===== src/rtl/vsync_pkg.sv =====
// Shared definitions for the vertical sequencer: PROM nibble bit positions and line width.
package vsync_pkg;

    localparam int LINE_W   = 8;

    localparam int VS_BIT   = 0;
    localparam int AUX_BIT  = 1;
    localparam int VRST_BIT = 2;
    localparam int VBL_BIT  = 3;

    typedef logic [3:0] vstate_t;

endpackage


===== src/rtl/vline_counter.sv =====
// Line counter addressing the vertical PROM; reloads on a VRESET line.
// Optional watchdog (macro VSEQ_WATCHDOG_EN) forces a reload when VRESET never arrives.
module vline_counter
    import vsync_pkg::*;
#(
    parameter logic [LINE_W-1:0] LOAD_VAL  = 8'h00,
    parameter logic [8:0]        MAX_LINES = 9'd300
) (
    input  logic              clk,
    input  logic              reset,
    input  logic              line_stb,
    input  logic              vrst,
    output logic [LINE_W-1:0] line,
    output logic              wd_err
);

`ifdef VSEQ_WATCHDOG_EN
    logic [8:0] wd_cnt;
    logic       wd_hit;

    // The strobe that would bring the count up to MAX_LINES is the one that trips
    assign wd_hit = (wd_cnt == MAX_LINES - 9'd1);

    always_ff @(posedge clk) begin
        if (reset) begin
            line   <= '0;
            wd_cnt <= '0;
            wd_err <= 1'b0;
        end else if (line_stb) begin
            if (vrst) begin
                line   <= LOAD_VAL;
                wd_cnt <= '0;
            end else if (wd_hit) begin
                line   <= LOAD_VAL;
                wd_cnt <= '0;
                wd_err <= 1'b1;
            end else begin
                line   <= line + 1'b1;
                wd_cnt <= wd_cnt + 9'd1;
            end
        end
    end
`else
    logic unused_limit;
    assign unused_limit = ^MAX_LINES;
    assign wd_err       = 1'b0;

    always_ff @(posedge clk) begin
        if (reset) begin
            line <= '0;
        end else if (line_stb) begin
            line <= vrst ? LOAD_VAL : line + 1'b1;
        end
    end
`endif

endmodule


===== src/rtl/vsync_sequencer.sv =====
// Vertical timing sequencer: latches the PROM nibble per scan line, counts frames and raises
// a CPU IRQ on selected lines. Watchdog available with macro VSEQ_WATCHDOG_EN.
module vsync_sequencer
    import vsync_pkg::*;
#(
    parameter logic [LINE_W-1:0] LOAD_VAL  = 8'h00,
    parameter logic [LINE_W-1:0] IRQ_MASK  = 8'h3f,
    parameter logic [LINE_W-1:0] IRQ_MATCH = 8'h3f,
    parameter logic [8:0]        MAX_LINES = 9'd300
) (
    input  logic              clk,
    input  logic              reset,
    input  logic              line_stb,
    output logic [LINE_W-1:0] prom_a,
    input  logic [3:0]        prom_d,
    output logic              vsync,
    output logic              vblank,
    output logic              vaux,
    output logic              vblank_rise,
    output logic [7:0]        frame_cnt,
    output logic              irq,
    input  logic              irq_ack,
    output logic              wd_err
);

    vstate_t d;
    logic    irq_hit;
    logic    rise_now;

    assign d        = prom_d;
    assign irq_hit  = ((prom_a & IRQ_MASK) == IRQ_MATCH);
    assign rise_now = line_stb & d[VBL_BIT] & ~vblank;

    vline_counter #(
        .LOAD_VAL  (LOAD_VAL),
        .MAX_LINES (MAX_LINES)
    ) u_line (
        .clk      (clk),
        .reset    (reset),
        .line_stb (line_stb),
        .vrst     (d[VRST_BIT]),
        .line     (prom_a),
        .wd_err   (wd_err)
    );

    always_ff @(posedge clk) begin
        if (reset) begin
            vsync       <= 1'b0;
            vblank      <= 1'b0;
            vaux        <= 1'b0;
            vblank_rise <= 1'b0;
            frame_cnt   <= '0;
            irq         <= 1'b0;
        end else begin
            if (line_stb) begin
                vsync  <= d[VS_BIT];
                vaux   <= d[AUX_BIT];
                vblank <= d[VBL_BIT];
            end
            vblank_rise <= rise_now;
            if (rise_now) begin
                frame_cnt <= frame_cnt + 8'd1;
            end
            // A new request outranks an acknowledge landing in the same cycle
            irq <= (line_stb & irq_hit) | (irq & ~irq_ack);
        end
    end

endmodule


===== config.mk =====
export PLATFORM = sky130hd
export DESIGN_NAME = vsync_sequencer
export DESIGN_NICKNAME = d
export VERILOG_FILES = /design/src/rtl/vsync_pkg.sv /design/src/rtl/vline_counter.sv /design/src/rtl/vsync_sequencer.sv
export SDC_FILE = /design/constraint.sdc
export NUM_CORES = 1
export LEC_CHECK = 0
export BUFFER_PORTS_ARGS = -buffer_cell sky130_fd_sc_hd__clkbuf_2
export CELL_PAD_IN_SITES_DETAIL_PLACEMENT = 0
export CELL_PAD_IN_SITES_GLOBAL_PLACEMENT = 2
export CORE_MARGIN = 2
export CORE_UTILIZATION = 28
export DETAILED_ROUTE_END_ITERATION = 10
export GPL_TIMING_DRIVEN = 0
export PLACE_DENSITY = 0.73
export SETUP_SLACK_MARGIN = 0.05
export SLEW_MARGIN = 40
export SYNTH_ARGS = -nofsm -noshare
export SYNTH_HDL_FRONTEND = slang
export SYNTH_HIERARCHICAL = 1
export SYNTH_SLANG_ARGS = --single-unit
export TNS_END_PERCENT = 100

===== constraint.sdc =====
create_clock -name clk -period 1.6 [get_ports clk]
set_input_delay 0.32 -clock clk [delete_from_list [all_inputs] [get_ports clk]]
set_output_delay 0.32 -clock clk [all_outputs]
set_load 0.05 [all_outputs]

# Word level (Yosys, flattened, before mapping)
# Index checks and enable logic that the tools add are counted.
# totals
reg_bits	21
input_bits	8
output_inout_bits	22
# classes
add_sub_neg	2
eq_ne	1
muxes	1
bitwise_logic	7
# op_table
op	count
adder 8 x 1 -> 8 bit, second input constant	2
2-to-1 mux 8 bit	1
== test 6 bit, second input constant	1
bitwise AND 1 bit	4
NOT 1 bit	2
OR 1 bit	1

# Longest topological paths before layout
# Gate-level depths: netlist of run 1.
# depth
ltp_word	3
depth_mapped	4
ltp_nobuf	4

# Modules after synthesis
# Netlist of run 1, hierarchy kept.
# by_module_without_submodules
mod	instances	cells_each	area_per_inst_um2	seq_area_each_um2
vsync_sequencer	1	56	551.8	260.2
vline_counter	1	40	364.1	160.2

# Least setup slack after synthesis of run 1
# No wires, ideal clock.
# synth_path
kind	flip-flop to flip-flop
start	reg frame_cnt[0]
end	reg frame_cnt[6]
setup_time_ns	0.070
arrival_time_ns	1.616
path_slack_ns	-0.086
path_stages_with_launch	5
synth_period_minus_slack_ns	1.686
path_cell_list	dfxtp_1 -> ha_1 -> nand2_1 -> or4_1 -> a21oi_1
# synth_between
elab_chain_cells	1
# synth_lines
item	line_no	rtl
start, declared	vsync_sequencer.sv:20	output logic [7:0] frame_cnt,
start signal, assigned	vsync_sequencer.sv:62	frame_cnt <= frame_cnt + 8'd1;
adder 8 x 1 -> 8 bit	vsync_sequencer.sv:62	
# Every way passes these cells.
# A chain may end at the register's enable or synchronous reset.

# Worst setup path in the final report of run 1
# layout_path
start	reg u_line.line[3]
end	out prom_a[3]
# layout_rtl
item	line_no	rtl
start, declared	vline_counter.sv:13	output logic [LINE_W-1:0] line,
start signal, assigned	vline_counter.sv:52	line <= vrst ? LOAD_VAL : line + 1'b1;
end, declared	vsync_sequencer.sv:14	output logic [LINE_W-1:0] prom_a,
# No word-level cell between the ends.

==> results.yml, run 1 <==
critical_path:
  critPathKind: "reg -> out"
  crit_family: "flip-flops"
  r2r_setup_slack_ps: 270
  critical_path_depth: 1
  crit_fanout: 6
  r2r-end: "frame_cnt[6]"
  cp-endpoint: "prom_a[3]"
  critPathRequiredTime_ps: 1280
  end_kind: "primary output"
  critical_path_arrival_ps: 1090
  max_stage_delay_ps: 460
  path_cells: "clkbuf_2"
  cpMaxStageDelayCell: "dfxtp_1"
  cp-startpoint: "u_line/line[3]"
  r2r_start: "frame_cnt[0]"
  start_kind: "flip-flop"
  path_buf_inv: 1
  r2r_cells: 4
floorplan:
  fp.dieW_um: 61.2
  dieArea_sq_mm: 0.00374
  ios: 30
  die_height_um: 61.2
  start_util_pct: 29.8
  core_sq_mm: 0.00308
  rows: 20
timing:
  hold_viol: 0
  finalCriticalPeriod_ps: 1410
  rsz0062_at_grt: "false"
  setup_viol: 0
  fin_setup_tns_ps: 0
  clock_skew_ps: 1.23
  fmax_mhz: 709
  period_share_pct: 88.1
  slew_viol_final: 0
  fin_ws_ps: 190
final_layout:
  final_core_util_pct: 37.0
  layout.nets: 138
  num-fill-cells: 329
  layout.cells.non_filler: 171
  num_antenna_cells: 0
  syn_to_final_growth_pct: 24.5
  drive_gt1_share_pct: 35.4
synthesis:
  synth_common_cells: "dfxtp_1, nor2_1, a21oi_1"
  netlist_area_sq_um: 916
  synth_flop_cell: "dfxtp_1"
  async_flop_share_pct: 0
  synth-seq-cells: 21
  synth-edff-count: 0
  synth_nets: 106
  synth_top_area_share_pct: 45.9
  synth_top_cell_by_area: "dfxtp_1"
  avgSynthCellArea_sq_um: 9.54
  yosysMostFrequentCell: "dfxtp_1"
  yosysWarnings: 6
  synth_area_leaders: "dfxtp_1, a21oi_1, mux2i_1"
  syn-instance-count: 96
  yosysSeqAreaShare_pct: 45.9
  synth.distinct_cells: 25
global_route:
  grt_use_total_pct: 11.7
  grt_pass1_vias: 696
  grt_antenna_before_repair: 0
  grt_first_pass_wirelength_um: 3150
  grt-ovfl-total: 0
  grt_max_degree: 13
placement:
  dp_slack_ps: 237
  io_buffers: 27
  dp_cells: 167
  place.gp.congestion: 0.687
  place_hpwl_um: 1450
status:
  outcome: "completed"
clocking:
  cts_max_path_buffers: 2
  cts_tree: "built"
  cts_hold_buffers: 0
  worstSkewPairLatency_ps: 300
  clockRootBuffer: "clkbuf_4"
  htreeDepth: 1
  clkSinkCount: 21
  clk_pin_slew_ps: 120
  post_cts_buffers: 0
  numCtsBuffers: 3
  ctsResizeCount: 0
pwr:
  leakage_uw: 0.000518
  power_density_mw_per_mm2: 805
  p_total_uw: 917
  vdd_drop_max_mv: 0.323
drt:
  drc: 0
  viasPerCell: 4.61
  wl_per_cell_um: 11.5
  final_antenna_net_count: 0
  drtIter0Drc: 11
  drt_pass1_iterations: 4
  totalWireLength_um: 1970
  num_vias: 788
flow_run:
  cap_violations: 0
min_path:
  hold_path_class: "in -> reg"
-- cells in the final DEF, fill, tap and decap left out, types with 2 or more instances in the layout --
cell | Yosys | final
nand4_1 | 3 | 3
or4_1 | 2 | 2
dfxtp_1 | 21 | 16
clkbuf_2 | 0 | 27
or3_2 | 3 | 3
xor2_1 | 5 | 5
o31ai_1 | 2 | 2
dfxtp_2 | 0 | 5
nor2_1 | 12 | 12
buf_4 | 2 | 2
a21oi_1 | 10 | 10
nand3b_1 | 2 | 2
mux2i_1 | 5 | 5
clkbuf_4 | 0 | 3
or3_1 | 3 | 3
nand2b_1 | 2 | 2
nand4_2 | 2 | 2
o21ai_0 | 5 | 5
nand2_1 | 7 | 7
ha_1 | 2 | 2
-- cells by family after synthesis --
kind of cell    count (synthesis)  share of synthesized area, %
flops                          21                          45.9
xor+xnor                        5                          4.78
fa+ha+maj                       2                          2.73
simple gates                   39                          26.2
compound gates                 19                          11.2
mux                             5                          5.46
other cells                     1                         0.409
buf+inv                         4                          3.28
-- layout make-up --
| type | instances | area, sq um | share of cell area (%) |
|---|---|---|---|
| Buffer | 4 | 30.0 | 2.63 |
| Clock buffer | 3 | 22.5 | 1.98 |
| Clock inverter | 1 | 5.00 | 0.439 |
| Multi-Input combinational cell | 71 | 465 | 40.8 |
| Sequential cell | 21 | 427 | 37.4 |
| Tap cell | 44 | 55.1 | 4.83 |
| Timing Repair Buffer | 27 | 135 | 11.9 |
-- registers in the layout, summed over array words and instances (netlist names) --
name	cells
frame_cnt	8
irq	1
u_line/line	8
vaux	1
vblank	1
vblank_rise	1
vsync	1
-- through the flow --
step | hold WS (ps) | instance area, sq um
6_report | 246 | 1140
5_1_grt | 249 | 1140
4_1_cts | 235 | 1140
3_5_place_dp | 466 | 1110
3_3_place_gp | 457 | 1110
2_1_floorplan | 382 | 922
-- per-layer routing --
metal / routed length (um) / vias to the layer above / GRT usage (%)
met5: 0 / - / 0
met1: 1010 / 363 / 15.9
met2: 836 / 16 / 16.3
li1: - / 407 / -
met3: 98 / 2 / 3.57
met4: 21 / 0 / 6.52
-- worst min path at each step --
stage | from | to | slack (ps) | cells after the start
finish | prom_d[0] | vsync | 250 | 3
global route | reset | u_line/line[1] | 250 | 2
CTS | prom_d[0] | vsync | 230 | 3
detailed placement | irq | irq | 470 | 2
global placement | irq | irq | 460 | 2
floorplan | reset | u_line/line[1] | 380 | 1
-- where the power goes --
| group | total, uW | internal, uW | switching (uW) |
|---|---|---|---|
| clock network | 260 | 93.3 | 166 |
| logic | 111 | 34.8 | 76.5 |
| registers | 546 | 535 | 11.4 |
Power figures use the tool's default switching activity.
==> run 2, diff against run 1 <==
--- a/config.mk
+++ b/config.mk
@@ -12,7 +12,7 @@
 export CORE_UTILIZATION = 28
 export DETAILED_ROUTE_END_ITERATION = 10
 export GPL_TIMING_DRIVEN = 0
-export PLACE_DENSITY = 0.73
+export PLACE_DENSITY_LB_ADDON = 0.08
 export SETUP_SLACK_MARGIN = 0.05
 export SLEW_MARGIN = 40
 export SYNTH_ARGS = -nofsm -noshare
==> run 2 against run 1 <==
Net effect:
- cell area increased by 0.22%
- sequential power hardly changed
- die area is the same
- routed wire length down 0.51%
- worst setup slack got worse by 15 ps
- critical path depth unchanged
- first-iteration DRC count increased by 73%
- maximum frequency shrank 1.0%
- via count increased by 1.8%
- critical path type unchanged
==> results.yml, run 2 (synthesized netlist as in run 1, its figures left out) <==
timing:
  fin_ws_ps: 175
  slew_viol_final: 0
  clock_skew_ps: 17.4
  rsz0062_at_grt: "false"
  fmax_mhz: 702
  hold_viol: 0
  fin_setup_tns_ps: 0
  setup_viol: 0
  finalCriticalPeriod_ps: 1420
  period_share_pct: 89.1
final_layout:
  layout.nets: 138
  layout.cells.non_filler: 171
  layout_commonest_cell: "clkbuf_2"
  num_antenna_cells: 0
  stdcell_area_sq_mm: 0.00114
  reg_top3: "frame_cnt (8), u_line/line (8)"
  final_cell_mix: "clkbuf_2, dfxtp_1, nor2_1"
  syn_to_final_growth_pct: 24.7
  drive_gt1_share_pct: 35.4
drt:
  drc: 0
  drt_pass1_iterations: 3
  drtIter0Drc: 19
  totalWireLength_um: 1960
  final_antenna_net_count: 0
  num_vias: 802
  viasPerCell: 4.69
  wl_per_cell_um: 11.4
critical_path:
  start_kind: "flip-flop"
  crit_family: "flip-flops"
  crit_fanout: 6
  critPathKind: "reg -> out"
  path_buf_inv: 1
  critPathRequiredTime_ps: 1280
  r2r_start: "frame_cnt[0]"
  critical_path_arrival_ps: 1100
  max_stage_delay_ps: 470
  cpMaxStageDelayCell: "dfxtp_1"
  end_kind: "primary output"
  path_cells: "clkbuf_2"
  cp-startpoint: "u_line/line[3]"
global_route:
  grt_antenna_before_repair: 0
  grt_use_total_pct: 11.0
  grt_pass1_vias: 666
  grt_max_degree: 14
  grt_first_pass_wirelength_um: 2990
  grt-ovfl-total: 0
clocking:
  post_cts_buffers: 0
  clkSinkCount: 21
  cts_max_path_buffers: 2
  cts_hold_buffers: 0
  worstSkewPairLatency_ps: 310
  clockRootBuffer: "clkbuf_4"
  clk_pin_slew_ps: 140
  htreeDepth: 1
  ctsResizeCount: 0
  cts_tree: "built"
  numCtsBuffers: 3
pwr:
  leakage_uw: 0.000514
  power_density_mw_per_mm2: 812
  vdd_drop_max_mv: 0.483
floorplan:
  rows: 20
  ios: 30
  fp.dieW_um: 61.2
  start_util_pct: 29.8
  die_height_um: 61.2
  dieArea_sq_mm: 0.00374
  core_sq_mm: 0.00308
flow_run:
  cap_violations: 0
placement:
  place_hpwl_um: 1480
  dp_cells: 167
  io_buffers: 27
  dp_slack_ps: 229
  dpl_cell_area_sq_mm: 0.00111
  place.gp.congestion: 0.692
min_path:
  holdCritStartpoint: "prom_d[0]"
  hold_path_class: "in -> reg"
status:
  outcome: "completed"
## run 2: cell count changes in the layout (fill, tap and decap cells not counted), sizes merged
cell	change
clkinv	-1
clkinvlp	+1
## run 2: per-stage QoR
step | hold slack [ps] | power, uW | util (%)
floorplan | 382 | 639 | -
finish | 238 | 927 | 37.1
global placement | 456 | 670 | 36.1
global route | 230 | 973 | 37.1
CTS | 225 | 945 | 37.1
detailed placement | 473 | 671 | 36.1
## run 2: cell type report
cell class                      instances  area [sq um]
Buffer                                  4          30.0
Sequential cell                        21           427
Clock inverter                          1          7.51
Clock buffer                            3          22.5
Tap cell                               44          55.1
Timing Repair Buffer                   27           135
Multi-Input combinational cell         71           465
Fill cell                             347          1940
## run 2: path summary, 6_finish.rpt
kind / to / slack (ps) / cells after the start
max: prom_a[3] / 180 / 1
min: vsync / 240 / 3
max reg2reg: frame_cnt[6] / 240 / 4
min reg2reg: frame_cnt[7] / 480 / 2
## run 2: where the power goes
part / switching (uW) / total, uW / internal [uW]
Sequential: 11.9 / 547 / 535
Clock: 174 / 269 / 95.3
Combinational: 76.5 / 111 / 34.9
Total: 262 / 927 / 665
## run 2: routing by layer
metal / GRT usage (%) / vias up / wire length (um)
met4: 2.80 / 0 / 15
met3: 5.04 / 2 / 107
met2: 16.4 / 21 / 849
met5: 0 / - / 0
li1: - / 403 / -
met1: 14.5 / 376 / 984
==> run 3, diff against run 2 <==
--- a/config.mk
+++ b/config.mk
@@ -13,6 +13,7 @@
 export DETAILED_ROUTE_END_ITERATION = 10
 export GPL_TIMING_DRIVEN = 0
 export PLACE_DENSITY_LB_ADDON = 0.08
+export RECOVER_POWER = 100
 export SETUP_SLACK_MARGIN = 0.05
 export SLEW_MARGIN = 40
 export SYNTH_ARGS = -nofsm -noshare
==> run 3 against run 2 <==
Net effect:
- clock-buffer cell count stayed put
- maximum frequency is 1.2% lower
- hold slack got worse by 1.6 ps
- worst setup slack worse by 17 ps
- critical path type is now reg -> reg
- clock power barely moved
==> results.yml, run 3 (synthesized netlist as in run 1, its figures left out) <==
status:
  outcome: "completed"
min_path:
  holdCritStartpoint: "prom_d[0]"
  hold_depth: 3
  hold_end: "vsync"
  hold_path_class: "in -> reg"
clocking:
  clkSinkCount: 21
  ctsResizeCount: 0
  numCtsBuffers: 3
  htreeDepth: 1
  clockRootBuffer: "clkbuf_4"
  post_cts_buffers: 0
  cts_max_path_buffers: 2
  cts_tree: "built"
  cts_hold_buffers: 0
  clk_pin_slew_ps: 130
  worstSkewPairLatency_ps: 310
critical_path:
  path_buf_inv: 0
  crit_fanout: 5
  cpMaxStageDelayCell: "or4_1"
  path_cells: "ha_1 -> nand2_1 -> or4_1 -> a21oi_1"
  max_stage_delay_ps: 480
  crit_family: "simple AND/OR/NAND/NOR gates"
  critPathRequiredTime_ps: 1840
  start_kind: "flip-flop"
  r2r_start: "frame_cnt[0]"
  r2r-end: "frame_cnt[6]"
  critPathKind: "reg -> reg"
  end_kind: "flip-flop"
  r2r_cells: 4
  r2r_setup_slack_ps: 160
  critical_path_arrival_ps: 1690
timing:
  tightest_slew_ps: 590
  rsz0062_at_grt: "false"
  period_share_pct: 90.1
  clock_skew_ps: 15.1
  max_slew_margin_pct: 60.8
  fin_setup_tns_ps: 0
  hold_viol: 0
  setup_viol: 0
  finalCriticalPeriod_ps: 1440
  fmax_mhz: 694
  slew_viol_final: 0
floorplan:
  core_sq_mm: 0.00308
  fp.dieW_um: 61.2
  rows: 20
  start_util_pct: 29.8
  die_height_um: 61.2
  ios: 30
  dieArea_sq_mm: 0.00374
pwr:
  p_sw_uw: 262
  leakage_uw: 0.000471
  power_density_mw_per_mm2: 826
  vdd_drop_max_mv: 0.479
  pwr-share-comb_pct: 11.9
  power_frac_clock_pct: 29.1
  intPower_uw: 663
  netSwitchingFraction_pct: 28.3
  seq_power_share_pct: 58.9
  p_total_uw: 925
placement:
  io_buffers: 27
  place.gp.congestion: 0.692
  place_hpwl_um: 1480
  dp_cells: 167
final_layout:
  multiInputGateArea_sq_um: 453
  num_antenna_cells: 0
  layout_commonest_cell: "clkbuf_2"
  ff_latch_area_sq_um: 420
  syn_to_final_growth_pct: 22.3
  layout.cells.non_filler: 171
  layout.nets: 138
  reg_top3: "frame_cnt (8), u_line/line (8)"
  num-fill-cells: 357
  drive_gt1_share_pct: 27.6
  final_cell_mix: "clkbuf_2, dfxtp_1, nor2_1"
drt:
  drt_pass1_iterations: 4
  drc: 0
  wl_per_cell_um: 11.5
  num_vias: 797
  totalWireLength_um: 1970
  final_antenna_net_count: 0
  drtIter0Drc: 14
  viasPerCell: 4.66
flow_run:
  cap_violations: 0
global_route:
  grt_first_pass_wirelength_um: 2990
  grt_max_degree: 14
  grt_antenna_before_repair: 0
  grt_use_total_pct: 11.0
  grt-ovfl-total: 0
  grt_pass1_vias: 666
## run 3: routing by layer
layer | GRT usage, % | vias to the layer above | routed length (um)
met3 | 5.04 | 2 | 107
met4 | 2.80 | 0 | 15
met2 | 16.4 | 21 | 847
li1 | - | 402 | -
met5 | 0 | - | 0
met1 | 14.5 | 372 | 1000
## run 3: metrics by stage
stage	setup WS (ps)	cell area (sq um)	util (%)	hold WS, ps
3_3_place_gp	245	1110	36.1	456
5_1_grt	72.2	1120	36.4	230
4_1_cts	151	1140	37.1	225
2_1_floorplan	65.9	922	-	382
3_5_place_dp	229	1110	36.1	473
6_report	158	1120	36.4	236
## run 3: worst max path at each step
stage                   startpoint           end  cells past startpoint
floorplan             frame_cnt[3]  frame_cnt[7]                      3
global placement         prom_d[3]  frame_cnt[6]                      4
detailed placement       prom_d[3]  frame_cnt[6]                      4
CTS                 u_line/line[3]     prom_a[3]                      1
global route          frame_cnt[1]  frame_cnt[6]                      4
finish                frame_cnt[0]  frame_cnt[6]                      4
## run 3: layout make-up
type / count / area share [%]
buffer: 4 / 2.68
clock buffer: 3 / 2.01
clock inverter: 1 / 0.670
multi-input combinational: 71 / 40.4
sequential: 21 / 37.5
tap: 44 / 4.92
timing repair buffer: 27 / 11.7
## run 3: worst register-to-register path, stage by stage (launching register included)
cell	delay, ps
dfxtp_1	450
ha_1	200
nand2_1	90
or4_1	480
a21oi_1	140
## run 3: power by group through the flow
stage / Sequential [uW] / Combinational, uW / Clock (uW)
3_5_place_dp: 558 / 112 / 0
3_3_place_gp: 558 / 112 / 0
4_1_cts: 547 / 113 / 285
2_1_floorplan: 594 / 44.9 / 0
5_1_grt: 547 / 119 / 304
6_report: 545 / 110 / 270
